File: src/rtl/vga_pkg.sv
// Shared VGA pixel-path types, default field geometry and colour helpers.
package vga_pkg;

  typedef logic [14:0] rgb555_t;

  typedef struct packed {
    logic [7:0] r;
    logic [7:0] g;
    logic [7:0] b;
  } rgb888_t;

  localparam int COL_W     = 12;
  localparam int ROW_W     = 11;
  localparam int HOR_FIELD = 1279;
  localparam int VER_FIELD = 1023;

  // Low bits are zero-filled, so full-scale 5-bit becomes F8, not FF.
  function automatic rgb888_t expand_rgb555(input rgb555_t c);
    rgb888_t p;
    p.r = {c[14:10], 3'b000};
    p.g = {c[9:5],   3'b000};
    p.b = {c[4:0],   3'b000};
    return p;
  endfunction

endpackage

File: src/rtl/sprite_hit.sv
// Combinational hit test for one square sprite against the current pixel.
module sprite_hit #(
  parameter int SIZE  = 32,
  parameter int COL_W = 12,
  parameter int ROW_W = 11
) (
  input  logic [COL_W-1:0] col,
  input  logic [ROW_W-1:0] row,
  input  logic [COL_W-1:0] x,
  input  logic [ROW_W-1:0] y,
  input  logic             en,
  output logic             hit
);

  localparam logic [COL_W:0] SIZE_C = (COL_W+1)'(SIZE);
  localparam logic [ROW_W:0] SIZE_R = (ROW_W+1)'(SIZE);

  // One extra bit on the upper bound keeps sprites near the far edge from wrapping to 0.
  logic [COL_W:0] col_e, x_lo, x_hi;
  logic [ROW_W:0] row_e, y_lo, y_hi;

  assign col_e = {1'b0, col};
  assign x_lo  = {1'b0, x};
  assign x_hi  = x_lo + SIZE_C;
  assign row_e = {1'b0, row};
  assign y_lo  = {1'b0, y};
  assign y_hi  = y_lo + SIZE_R;

  assign hit = en && (col_e >= x_lo) && (col_e < x_hi) && (row_e >= y_lo) && (row_e < y_hi);

endmodule

File: src/rtl/vga_sprite_compositor.sv
// Two-stage pixel path compositing prioritised sprites over a tinted checkerboard,
// with frame-synchronous position updates and per-frame collision reporting.
module vga_sprite_compositor #(
  parameter int NUM_SPRITES = 4,
  parameter int SIZE        = 32,
  parameter int COL_W       = vga_pkg::COL_W,
  parameter int ROW_W       = vga_pkg::ROW_W,
  parameter int CHECKER_BIT = 7
) (
  input  logic                         clock,
  input  logic                         reset_n,
  input  logic [COL_W-1:0]             display_col,
  input  logic [ROW_W-1:0]             display_row,
  input  logic                         visible,
  input  logic                         hsync,
  input  logic                         vsync,
  input  logic [NUM_SPRITES*COL_W-1:0] sprite_x,
  input  logic [NUM_SPRITES*ROW_W-1:0] sprite_y,
  input  logic [NUM_SPRITES*15-1:0]    sprite_color,
  input  logic [NUM_SPRITES-1:0]       sprite_en,
  input  logic [8:0]                   bg_tint,
  output logic [7:0]                   vga_r,
  output logic [7:0]                   vga_g,
  output logic [7:0]                   vga_b,
  output logic                         vga_hs,
  output logic                         vga_vs,
  output logic                         vga_blank_n,
  output logic [NUM_SPRITES-1:0]       collision,
  output logic                         frame_tick
);

  import vga_pkg::*;

  logic [NUM_SPRITES*COL_W-1:0] act_x;
  logic [NUM_SPRITES*ROW_W-1:0] act_y;
  logic [NUM_SPRITES-1:0]       act_en;
  logic [NUM_SPRITES-1:0]       hit_now;
  logic [NUM_SPRITES-1:0]       hit_q;
  logic [NUM_SPRITES-1:0]       coll_acc;
  logic                         vs_prev;
  logic                         boundary;
  logic                         multi_hit;
  logic                         vis_q, hs_q, vs_q, chk_q;
  logic                         sel_found;
  rgb555_t                      sel_color;
  rgb888_t                      pix;

  assign boundary  = vs_prev & ~vsync;
  // Clearing the lowest set bit leaves something only when two or more sprites hit.
  assign multi_hit = |(hit_now & (hit_now - NUM_SPRITES'(1)));

  for (genvar i = 0; i < NUM_SPRITES; i++) begin : g_hit
    sprite_hit #(
      .SIZE  (SIZE),
      .COL_W (COL_W),
      .ROW_W (ROW_W)
    ) u_hit (
      .col (display_col),
      .row (display_row),
      .x   (act_x[i*COL_W +: COL_W]),
      .y   (act_y[i*ROW_W +: ROW_W]),
      .en  (act_en[i]),
      .hit (hit_now[i])
    );
  end

  // vs_prev resets low so a reset released during vsync cannot fake a frame boundary.
  always_ff @(posedge clock or negedge reset_n) begin
    if (!reset_n) begin
      vs_prev    <= 1'b0;
      act_x      <= '0;
      act_y      <= '0;
      act_en     <= '0;
      coll_acc   <= '0;
      collision  <= '0;
      frame_tick <= 1'b0;
    end else begin
      vs_prev    <= vsync;
      frame_tick <= boundary;
      if (boundary) begin
        act_x     <= sprite_x;
        act_y     <= sprite_y;
        act_en    <= sprite_en;
        collision <= coll_acc;
        coll_acc  <= '0;
      end else if (visible && multi_hit) begin
        coll_acc  <= coll_acc | hit_now;
      end
    end
  end

  always_ff @(posedge clock or negedge reset_n) begin
    if (!reset_n) begin
      vis_q <= 1'b0;
      hs_q  <= 1'b1;
      vs_q  <= 1'b1;
      chk_q <= 1'b0;
      hit_q <= '0;
    end else begin
      vis_q <= visible;
      hs_q  <= hsync;
      vs_q  <= vsync;
      chk_q <= display_row[CHECKER_BIT] ^ display_col[CHECKER_BIT];
      hit_q <= hit_now;
    end
  end

  // Descending scan so the lowest hitting index is the last one written.
  always_comb begin
    sel_found = 1'b0;
    sel_color = '0;
    for (int i = NUM_SPRITES-1; i >= 0; i--) begin
      if (hit_q[i]) begin
        sel_found = 1'b1;
        sel_color = sprite_color[i*15 +: 15];
      end
    end
    if (sel_found) begin
      pix = expand_rgb555(sel_color);
    end else begin
      pix.r = {bg_tint[8:6], {5{chk_q}}};
      pix.g = {bg_tint[5:3], {5{chk_q}}};
      pix.b = {bg_tint[2:0], {5{chk_q}}};
    end
  end

  always_ff @(posedge clock or negedge reset_n) begin
    if (!reset_n) begin
      vga_r       <= 8'h00;
      vga_g       <= 8'h00;
      vga_b       <= 8'h00;
      vga_hs      <= 1'b1;
      vga_vs      <= 1'b1;
      vga_blank_n <= 1'b0;
    end else begin
      vga_r       <= vis_q ? pix.r : 8'h00;
      vga_g       <= vis_q ? pix.g : 8'h00;
      vga_b       <= vis_q ? pix.b : 8'h00;
      vga_hs      <= hs_q;
      vga_vs      <= vs_q;
      vga_blank_n <= vis_q;
    end
  end

endmodule

File: config.mk
export PLATFORM = sky130hd
export DESIGN_NAME = vga_sprite_compositor
export DESIGN_NICKNAME = d
export VERILOG_FILES = /design/src/rtl/vga_pkg.sv /design/src/rtl/sprite_hit.sv /design/src/rtl/vga_sprite_compositor.sv
export SDC_FILE = /design/constraint.sdc
export NUM_CORES = 1
export LEC_CHECK = 0
export CORE_ASPECT_RATIO = 0.8
export CORE_UTILIZATION = 55
export CTS_CLUSTER_DIAMETER = 120
export DETAILED_ROUTE_END_ITERATION = 7
export PLACE_DENSITY_LB_ADDON = 0.15
export RECOVER_POWER = 50
export SETUP_SLACK_MARGIN = 0.4
export SLEW_MARGIN = 0
export SYNTH_ARGS = -nofsm -noshare
export SYNTH_HDL_FRONTEND = slang
export SYNTH_HIERARCHICAL = 1
export SYNTH_SLANG_ARGS = --single-unit
export TNS_END_PERCENT = 10
File: constraint.sdc
create_clock -name clock -period 5.85 [get_ports clock]
set_input_delay 1.755 -clock clock [delete_from_list [all_inputs] [get_ports clock]]
set_output_delay 1.755 -clock clock [all_outputs]
set_load 0.01 [all_outputs]
# Word level (Yosys, flattened, before mapping)
# Index checks and enable logic that the tools add are counted.
# W data, S select, Z words.
[totals]
regBits = 141
inputBits = 193
output_inout_bits = 32
wordCells = 81
[op_classes]
addsub = 9
magnitude_cmp = 16
muxes = 14
bitwise_logic = 5
reduce_logical = 19
[op_table]
columns = ["operator", "count"]
rows = [
  ["$mux W15", 4],
  ["$add A12 B6 Y13 const B", 4],
  ["$lt A12 B13 Y1", 4],
  ["$add A11 B6 Y12 const B", 4],
  ["$ge A12 B12 Y1", 4],
  ["$lt A11 B12 Y1", 4],
  ["$ge A11 B11 Y1", 4],
  ["$mux W24", 1],
  ["$mux W8", 3],
  ["$logic_and A1 B1 Y1", 17],
  ["$mux W4", 2],
  ["$and A4 B4 Y4", 1],
  ["$mux W1", 4],
  ["$or A4 B4 Y4", 1],
  ["$reduce_or A4 Y1", 1],
  ["$sub A4 B1 Y4 const B", 1],
  ["$reduce_bool A2 Y1", 1],
  ["$and A1 B1 Y1", 1],
  ["$not A1 Y1", 1],
  ["$xor A1 B1 Y1", 1],
]

# Depth between registers and ports, before layout
# Gate-level depths: netlist (run 1).
[depth]
depth_word = 11
ltp_mapped = 13
depth_no_buf = 13

# Modules after synthesis
# The synthesis (run 1) kept the hierarchy.
[modules_own_cells]
columns = ["module", "n_inst", "cells_per_inst", "area_per_inst_um2", "seq_area_each_um2"]
rows = [
  ["vga_sprite_compositor", 1, 355, 5300.1, 3333.2],
  ["sprite_hit (g_hit[1].u_hit ...)", 3, 149, 1096.1, 0.0],
  ["sprite_hit (g_hit[0].u_hit)", 1, 143, 1088.5, 0.0],
]

# Worst setup path after synthesis (run 1)
# No wires, ideal clock.
[synth_timing]
path_type = "in2reg"
startpoint = "in display_row[3]"
endpoint = "reg coll_acc[1]"
setup_ns = 0.119
t_arrival_ns = 3.544
required_time_ns = 5.731
path_slack_ns = 2.186
cell_stages = 9
n_path_buf = 0
path_cell_list = "ha_1 > and4_1 > a211oi_2 > a31oi_1 > a2111oi_2 > a2111oi_2 > or3_1 > a31oi_1 > nor2_1"
[synth_between]
elab_chain_len = 8
word_cells_on_any_way = 24
cone_classes = "1 x add/sub; 8 x order compare; 2 x mux; 2 x bitwise; 11 x reduce/logical"
[synth_rtl]
columns = ["item", "line", "text"]
rows = [
  ["start, declared", "vga_sprite_compositor.sv:13", "input logic [ROW_W-1:0] display_row,"],
  ["$ge A11 B11 Y1", "sprite_hit.sv:29", "assign hit = en && (col_e >= x_lo) && (col_e < x_hi) && (row_e >= y_lo) && (row_e < y_hi);"],
  ["$logic_and A1 B1 Y1", "sprite_hit.sv:29", ""],
  ["$logic_and A1 B1 Y1 (*)", "sprite_hit.sv:29", ""],
  ["via hit_now[0]", "vga_sprite_compositor.sv:37", "logic [NUM_SPRITES-1:0] hit_now;"],
  ["$sub A4 B1 Y4", "vga_sprite_compositor.sv:50", "assign multi_hit = |(hit_now & (hit_now - NUM_SPRITES'(1)));"],
  ["$and A4 B4 Y4 (*)", "vga_sprite_compositor.sv:50", ""],
  ["$reduce_or A4 Y1 (*)", "vga_sprite_compositor.sv:50", ""],
  ["$logic_and A1 B1 Y1 (*)", "vga_sprite_compositor.sv:86", "end else if (visible && multi_hit) begin"],
  ["$reduce_bool A2 Y1 (no source line) (*)", "-", ""],
  ["end signal, assigned", "vga_sprite_compositor.sv:87", "coll_acc <= coll_acc | hit_now;"],
  ["end, declared", "vga_sprite_compositor.sv:39", "logic [NUM_SPRITES-1:0] coll_acc;"],
]
# The timed path passes the listed nets; every way through them passes the cells marked *. The select of a mux whose other input is x is not followed.
# A chain may end at the register's enable or synchronous reset.

# Worst setup path in the final report (run 1)
[layout_timing]
startpoint = "in display_col[7]"
endpoint = "reg coll_acc[1]"
[layout_between]
elab_chain_len = 10
word_cells_on_any_way = 32
cone_classes = "1 x add/sub; 8 x order compare; 2 x mux; 2 x bitwise; 19 x reduce/logical"
[layout_rtl]
columns = ["item", "line", "text"]
rows = [
  ["start, declared", "vga_sprite_compositor.sv:12", "input logic [COL_W-1:0] display_col,"],
  ["$ge A12 B12 Y1", "sprite_hit.sv:29", ""],
  ["$logic_and A1 B1 Y1", "sprite_hit.sv:29", ""],
  ["$logic_and A1 B1 Y1 (*) (3 in a row)", "sprite_hit.sv:29", ""],
  ["via hit_now[2]", "vga_sprite_compositor.sv:37", ""],
  ["$sub A4 B1 Y4", "vga_sprite_compositor.sv:50", ""],
  ["$and A4 B4 Y4 (*)", "vga_sprite_compositor.sv:50", ""],
  ["$reduce_or A4 Y1 (*)", "vga_sprite_compositor.sv:50", ""],
  ["$logic_and A1 B1 Y1 (*)", "vga_sprite_compositor.sv:86", ""],
  ["$reduce_bool A2 Y1 (no source line) (*)", "-", ""],
]
# Marks and branches as above.

==> results of run 1 <==
## power by group through the flow
stage          combinational, mW  clock [mW]  sequential [mW]
2_1_floorplan              0.776           0             1.15
3_3_place_gp                1.15           0             1.17
3_5_place_dp                1.19           0             1.17
4_1_cts                     1.20        1.16             1.16
5_1_grt                     1.33        1.21             1.18
6_report                    1.20        1.15             1.16
## worst max-delay path, stage by stage
cell and delay (ps):
dlygate4sd3_1 880, ha_1 370, a21oi_2 150, nand2_1 70, a2111oi_2 370, a21oi_1 140, nor4_1 670, or3_1 220
a31oi_1 90, nor2_1 120
## metrics by stage
step / hold slack (ps) / setup WS (ps) / utilization
final: 354.8 / 1354 / 0.7501
after global routing: 357.5 / 1181 / 0.7501
after CTS: 355.3 / 1458 / 0.7510
after detailed placement: 346.8 / 1005 / 0.7139
after global placement: 346.0 / 1056 / 0.7139
after floorplan: 345.2 / 2186 / -
## sequential cells by signal (all words and copies together) (netlist names)
| name | cells |
|---|---|
| vis_q | 1 |
| act_en | 4 |
| vga_r | 5 |
| vga_b | 6 |
| vs_q | 1 |
| chk_q | 1 |
| hs_q | 1 |
| coll_acc | 4 |
| act_x | 48 |
| vga_blank_n | 1 |
| collision | 4 |
| vs_prev | 1 |
| vga_g | 5 |
| vga_hs | 1 |
| vga_vs | 1 |
| act_y | 44 |
| hit_q | 4 |
| frame_tick | 1 |
## area by class of cell
type / count / area share
multi-input cells: 679 / 0.4553
flip-flops and latches: 133 / 0.2634
clock inverters: 8 / 0.01167
inverters: 105 / 0.03115
well taps: 220 / 0.02175
clock buffers: 23 / 0.03777
repair buffers: 228 / 0.1790
## final timing paths
kind	start	endpoint	slack (ps)	cells past startpoint
setup / recovery	display_col[7]	coll_acc[1]$_DFFE_PN0P_	1350	10
hold / removal	vs_q$_DFF_PN1_	vga_vs$_DFF_PN1_	350	0
setup reg to reg	act_x[5]$_DFFE_PN0P_	coll_acc[1]$_DFFE_PN0P_	2550	13
hold reg to reg	vs_q$_DFF_PN1_	vga_vs$_DFF_PN1_	350	0
max in group asynchronous	reset_n	act_x[5]$_DFFE_PN0P_	1850	2
min in group asynchronous	reset_n	vga_g[7]$_DFF_PN0_	2050	1
## synthesized netlist by cell type, types with 9 or more instances
library cell,n,share of area
o22ai_1,14,0.0091
dfrtp_1,129,0.33
nand2b_1,18,0.012
and2_1,12,0.0078
a221oi_2,10,0.016
a31oi_1,11,0.0071
nand3_1,35,0.018
o31ai_1,10,0.0078
ha_1,152,0.20
inv_1,102,0.040
nor2_1,40,0.016
o21a_1,18,0.014
and3_1,10,0.0065
o21ai_1,11,0.0057
mux2_2,50,0.058
xnor2_1,36,0.033
mux2_1,50,0.058
nor3_1,9,0.0047
buf_4,16,0.012
a21oi_1,52,0.027
nand2_1,28,0.011
o21ai_0,29,0.015
nand4_1,10,0.0065
## kinds of logic after synthesis
| group | count (synthesis) | synth area share |
|---|---|---|
| AO/OA/AOI/OAI | 199 | 0.1447 |
| XOR/XNOR | 37 | 0.03349 |
| adder cells (fa/ha/maj) | 152 | 0.1965 |
| buffers and inverters | 133 | 0.06038 |
| flip-flops | 133 | 0.3445 |
| multiplexers | 100 | 0.1164 |
| AND/OR/NAND/NOR | 191 | 0.1041 |
## metal layers
layer / global-route usage / routed length, um
met4: 0.09470 / 569
met3: 0.07170 / 1769
met5: 0 / 0
met2: 0.4868 / 12040
met1: 0.3666 / 10930
==> impl_metrics.json, run 1 <==
{
  "relSlewSlack": -0.6153,
  "fin_tns_setup_ps": 0,
  "power_density_mw_per_mm2": 277.0,
  "worst_skew_pair.late_latency_ps": 420,
  "final_cell_mix": "clkdlybuf4s50_1, ha_1, dfrtp_1, inv_1, a21oi_1",
  "grt_pass1_wl_um": 40210,
  "required_ps": 6200,
  "place_hpwl_um": 19420,
  "seqCellArea_mm2": 0.003333,
  "post-route-min-period_ps": 4496,
  "p_comb_frac": 0.342,
  "syn_area_per_cell_um2": 10.24,
  "initial_core_util": 0.5737,
  "io_pins": 225,
  "layout_commonest_cell": "clkdlybuf4s50_1",
  "ctsHoldBuffers": 0,
  "finalNonFillerCells": 1396,
  "switchingPower_mw": 1.096,
  "hold_class": "flip-flop to flip-flop",
  "detail_route.first_pass.iterations": 5,
  "root_buffer": "clkbuf_16",
  "cts_buffers": 17,
  "yosysSeqAreaShare": 0.3445,
  "post_cts_resized": 0,
  "die_height_um": 120.6,
  "cts_buffer_depth": 2,
  "start_kind": "input pin",
  "fillCellCount": 1190,
  "antenna_found_initial": 0,
  "async_flop_share": 1.000,
  "track_usage": 0.2909,
  "switching_share": 0.3128,
  "grt_max_degree": 98,
  "ys_warn_count": 6,
  "p_clk_frac": 0.328,
  "max_freq_mhz": 222.4,
  "seqPwrFrac": 0.330,
  "fin_nets": 1509,
  "peakVddDrop_mv": 0.2111,
  "dpl.cell_count": 1365,
  "slew_violations": 111,
  "dr_total_vias": 8025,
  "fp-row-count": 42,
  "post-route-period-util": 0.7686,
  "wl_per_cell_um": 18.13,
  "worstMarginPinSlew_ps": 2423,
  "crit_type": "input pin to flip-flop",
  "clkTransAtPathRegs_ps": 60,
  "drtAntennaViolNets": 0,
  "setup_violations": 0,
  "status": "finished, violations left",
  "drt-vias-per-instance": 5.749,
  "cts_sinks": 133,
  "cts_tree": "built",
  "dieArea_mm2": 0.01813,
  "finalPower_mw": 3.505,
  "syn_inst": 945,
  "drtIter0Drc": 424,
  "drive_above_1_share": 0.09694,
  "drc": 0,
  "violations": "max-capacitance violations, max-slew violations",
  "crit_fanout": 9,
  "arrival_ps": 4840,
  "die_w_um": 150.3,
  "coreArea_mm2": 0.01687,
  "syn2layout_area_growth_pct": 30.76,
  "place_congestion": 0.8700,
  "gr-total-overflow": 0,
  "grt_pass1_vias": 8151,
  "diodes": 0,
  "wl_um": 25310,
  "synth_area_mm2": 0.009677,
  "cellLeakagePower_nw": 5.789,
  "multi_input_area_mm2": 0.005761,
  "synth-edff-count": 0,
  "fin_worst_skew_ps": 7.139,
  "port_buffers": 224,
  "post_dp_cell_area_mm2": 0.01204,
  "syn_nets": 1290,
  "hold_violations": 0,
  "rsz0062_at_grt": "no",
  "end_kind": "flip-flop",
  "final_area_mm2": 0.01265,
  "cts_max_level": 4,
  "synth_cell_types": 53,
  "ys_ff_latch": 133,
  "max_cap_violations": 2,
  "postCtsSetupBuffers": 0,
  "synthFlopType": "dfrtp_1",
  "power.internal_mw": 2.409
}
No activity file was read; power rests on OpenSTA's default activity.
==> run 2: changes to the inputs <==
- CORE_UTILIZATION: 55 -> 47
- clock period: 5.85 -> 3.6 ns (I/O delays scaled with it)
==> run 2 against run 1 <==
Against the previous run:
- the flow still finishes with violations (max-capacitance violations, max-slew violations)
- sequential share of layout area down 2.3 points
- sequential power up 62%
- non-clock buffer count up 64
- die area up 17%
- clock power up 71%
- register-to-register slack worse by 1900 ps
- combinational power up 91%
- total power up 75%
- clock-buffer cell count down 5
- critical endpoint is now coll_acc[0]$_DFFE_PN0P_
==> impl_metrics.json, run 2 (synthesized netlist as in run 1, its figures left out) <==
{
  "rsz0062_at_grt": "yes",
  "initial_core_util": 0.4845,
  "grt_use_met1": 0.3364,
  "fin_util": 0.6930,
  "drc": 0,
  "io_pins": 225,
  "timing.rr.end": "coll_acc[2]$_DFFE_PN0P_",
  "r2r-start": "act_x[17]$_DFFE_PN0P_",
  "ctsHoldBuffers": 0,
  "critPathCapture": "coll_acc[0]$_DFFE_PN0P_",
  "p_comb_frac": 0.373,
  "final_cell_mix": "clkdlybuf4s50_1, ha_1, dfrtp_1, inv_1, buf_4",
  "worst_skew_pair.late_latency_ps": 430,
  "port_buffers": 224,
  "drt-vias-per-instance": 5.390,
  "grt_pass1_vias": 8068,
  "coreArea_mm2": 0.01997,
  "cts_max_level": 4,
  "die_height_um": 130.3,
  "required_ps": 3960,
  "max_cap_violations": 1,
  "crit_buf_inv": 3,
  "gr-total-overflow": 0,
  "die_w_um": 162.4,
  "use_met3": 0.05022,
  "grt.busiest_layer": "met2",
  "post-route-period-util": 0.9100,
  "crit_type": "input pin to flip-flop",
  "switchingPower_mw": 1.981,
  "slowest_stage": "clkbuf_1",
  "path_cells": "dlygate4sd2_1, clkbuf_1, ha_1, o21ai_0, a21oi_1, o31ai_1, a31oi_4, nor4_4, buf_4, or3_1, a31oi_1, nor2_1",
  "met2_usage": 0.4206,
  "antenna_found_initial": 0,
  "fin_nets": 1573,
  "worstMarginPinSlew_ps": 1932,
  "arrival_ps": 3630,
  "largest_reg_flops": 48,
  "fp-row-count": 46,
  "relSlewSlack": -0.2877,
  "p_clk_frac": 0.320,
  "setup_violations": 0,
  "dieArea_mm2": 0.02117,
  "root_buffer": "clkbuf_16",
  "crit_family": "buffers and inverters",
  "drive_above_1_share": 0.1934,
  "largest_register": "act_x",
  "cpPeakStageDelay_ps": 460,
  "syn2layout_area_growth_pct": 43.02,
  "worst-path-stages": 12,
  "reg.largest.list": "act_x (48), act_y (44), vga_b (6)",
  "track_usage": 0.2543,
  "end_kind": "flip-flop",
  "grt_pass1_wl_um": 41410,
  "fin_tns_setup_ps": 0,
  "detail_route.first_pass.iterations": 4,
  "clkTransAtPathRegs_ps": 60,
  "dr_total_vias": 8118,
  "place_congestion": 0.8506,
  "hold_class": "flip-flop to flip-flop",
  "hold_violations": 0,
  "drtIter0Drc": 322,
  "violations": "max-capacitance violations, max-slew violations",
  "start_kind": "input pin",
  "fin_worst_skew_ps": 11.19,
  "wl_per_cell_um": 17.65,
  "slew_violations": 38,
  "post-route-min-period_ps": 3276,
  "max_freq_mhz": 305.2,
  "cts_sinks": 133,
  "power_density_mw_per_mm2": 443.6,
  "r2r_slack_ps": 620,
  "status": "finished, violations left",
  "place_hpwl_um": 20120,
  "timing.hold.ws_ps": 356.0,
  "switching_share": 0.3227,
  "fillCellCount": 1542,
  "cp-startpoint": "display_row[7]",
  "layout_commonest_cell": "clkdlybuf4s50_1",
  "drtAntennaViolNets": 0,
  "cts_tree": "built",
  "seqPwrFrac": 0.307,
  "peakVddDrop_mv": 0.3427,
  "r2r_cells": 14,
  "cts_buffers": 17,
  "cellLeakagePower_nw": 6.342,
  "cts_buffer_depth": 2,
  "wl_um": 26590,
  "power.internal_mw": 4.158,
  "grt_max_degree": 67,
  "crit_fanout": 7
}
## run 2: cell types whose count changed in the layout (fill, tap and decap cells not counted), moves of 6 or more
cell,change
o21ai_2,+7
a21oi_2,+13
ha_1,-17
clkdlybuf4s50_1,-21
a21oi_1,-13
dlygate4sd2_1,+6
o21ai_1,+10
buf_4,+48
ha_4,+17
buf_12,+6
dlymetal6s2s_1,+14
o21ai_0,-17
buf_6,+8
## run 2: how the worst min path moves through the flow
| stage | from | endpoint | slack (ps) | cells past startpoint |
|---|---|---|---|---|
| after floorplan | hs_q$_DFF_PN1_ | vga_hs$_DFF_PN1_ | 350 | 0 |
| after global placement | hs_q$_DFF_PN1_ | vga_hs$_DFF_PN1_ | 350 | 0 |
| after detailed placement | hs_q$_DFF_PN1_ | vga_hs$_DFF_PN1_ | 350 | 0 |
| after CTS | hs_q$_DFF_PN1_ | vga_hs$_DFF_PN1_ | 360 | 0 |
| after global routing | vs_q$_DFF_PN1_ | vga_vs$_DFF_PN1_ | 360 | 0 |
| final | hs_q$_DFF_PN1_ | vga_hs$_DFF_PN1_ | 360 | 0 |
## run 2: final cells by class
class                           count  area (um^2)  area share
Clock buffer                       18        439.2     0.03173
Multi-Input combinational cell    679         6262      0.4525
Antenna cell                        1        2.502   0.0001808
Tap cell                          264        330.3     0.02387
Clock inverter                     14        219.0     0.01582
Inverter                          105        394.1     0.02848
Timing Repair Buffer              292         2859      0.2066
Sequential cell                   133         3333      0.2408
## run 2: routing by layer
| metal | routed length (um) | up-vias | part of all wire |
|---|---|---|---|
| met4 | 488 | 0 | 0.018 |
| met5 | 0 | - | 0 |
| met1 | 12080 | 3897 | 0.45 |
| met3 | 1517 | 37 | 0.057 |
| li1 | - | 3974 | - |
| met2 | 12500 | 210 | 0.47 |
## run 2: repair_timing
item / CTS / global route
buffers inserted: 1 / 7
pin swaps: 12 / 35
resized for setup: 34 / 79
setup endpoints to repair: 5 / 4
## run 2: power by group through the flow
| stage | registers (mW) | clock network [mW] | logic [mW] |
|---|---|---|---|
| 2_1_floorplan | 1.87 | 0 | 1.26 |
| 3_3_place_gp | 1.90 | 0 | 1.99 |
| 3_5_place_dp | 1.91 | 0 | 2.04 |
| 4_1_cts | 1.88 | 2.00 | 2.13 |
| 5_1_grt | 1.92 | 2.07 | 2.53 |
| 6_report | 1.88 | 1.97 | 2.29 |
## run 2: worst register-to-register path: cells and delay by family, from the launching register on
kind / cells / cell delay, ps
buffers and inverters: 2 / 310
and+or+nand+nor: 6 / 1020
adders and majority gates: 2 / 520
DFF: 1 / 430
xor gates and xnor gates: 1 / 160
AOI/OAI and AO/OA: 3 / 400
## run 2: metrics by stage
step | cell area, um^2 | worst slack (ps) | power, mW | cells
floorplan | 9677 | 611.1 | 3.129 | 945
global placement | 12590 | -343.9 | 3.891 | 1465
detailed placement | 12590 | -434.4 | 3.950 | 1465
CTS | 13390 | 396.9 | 6.017 | 1498
global route | 13840 | 164.2 | 6.518 | 1505
finish | 13840 | 323.9 | 6.139 | 1506
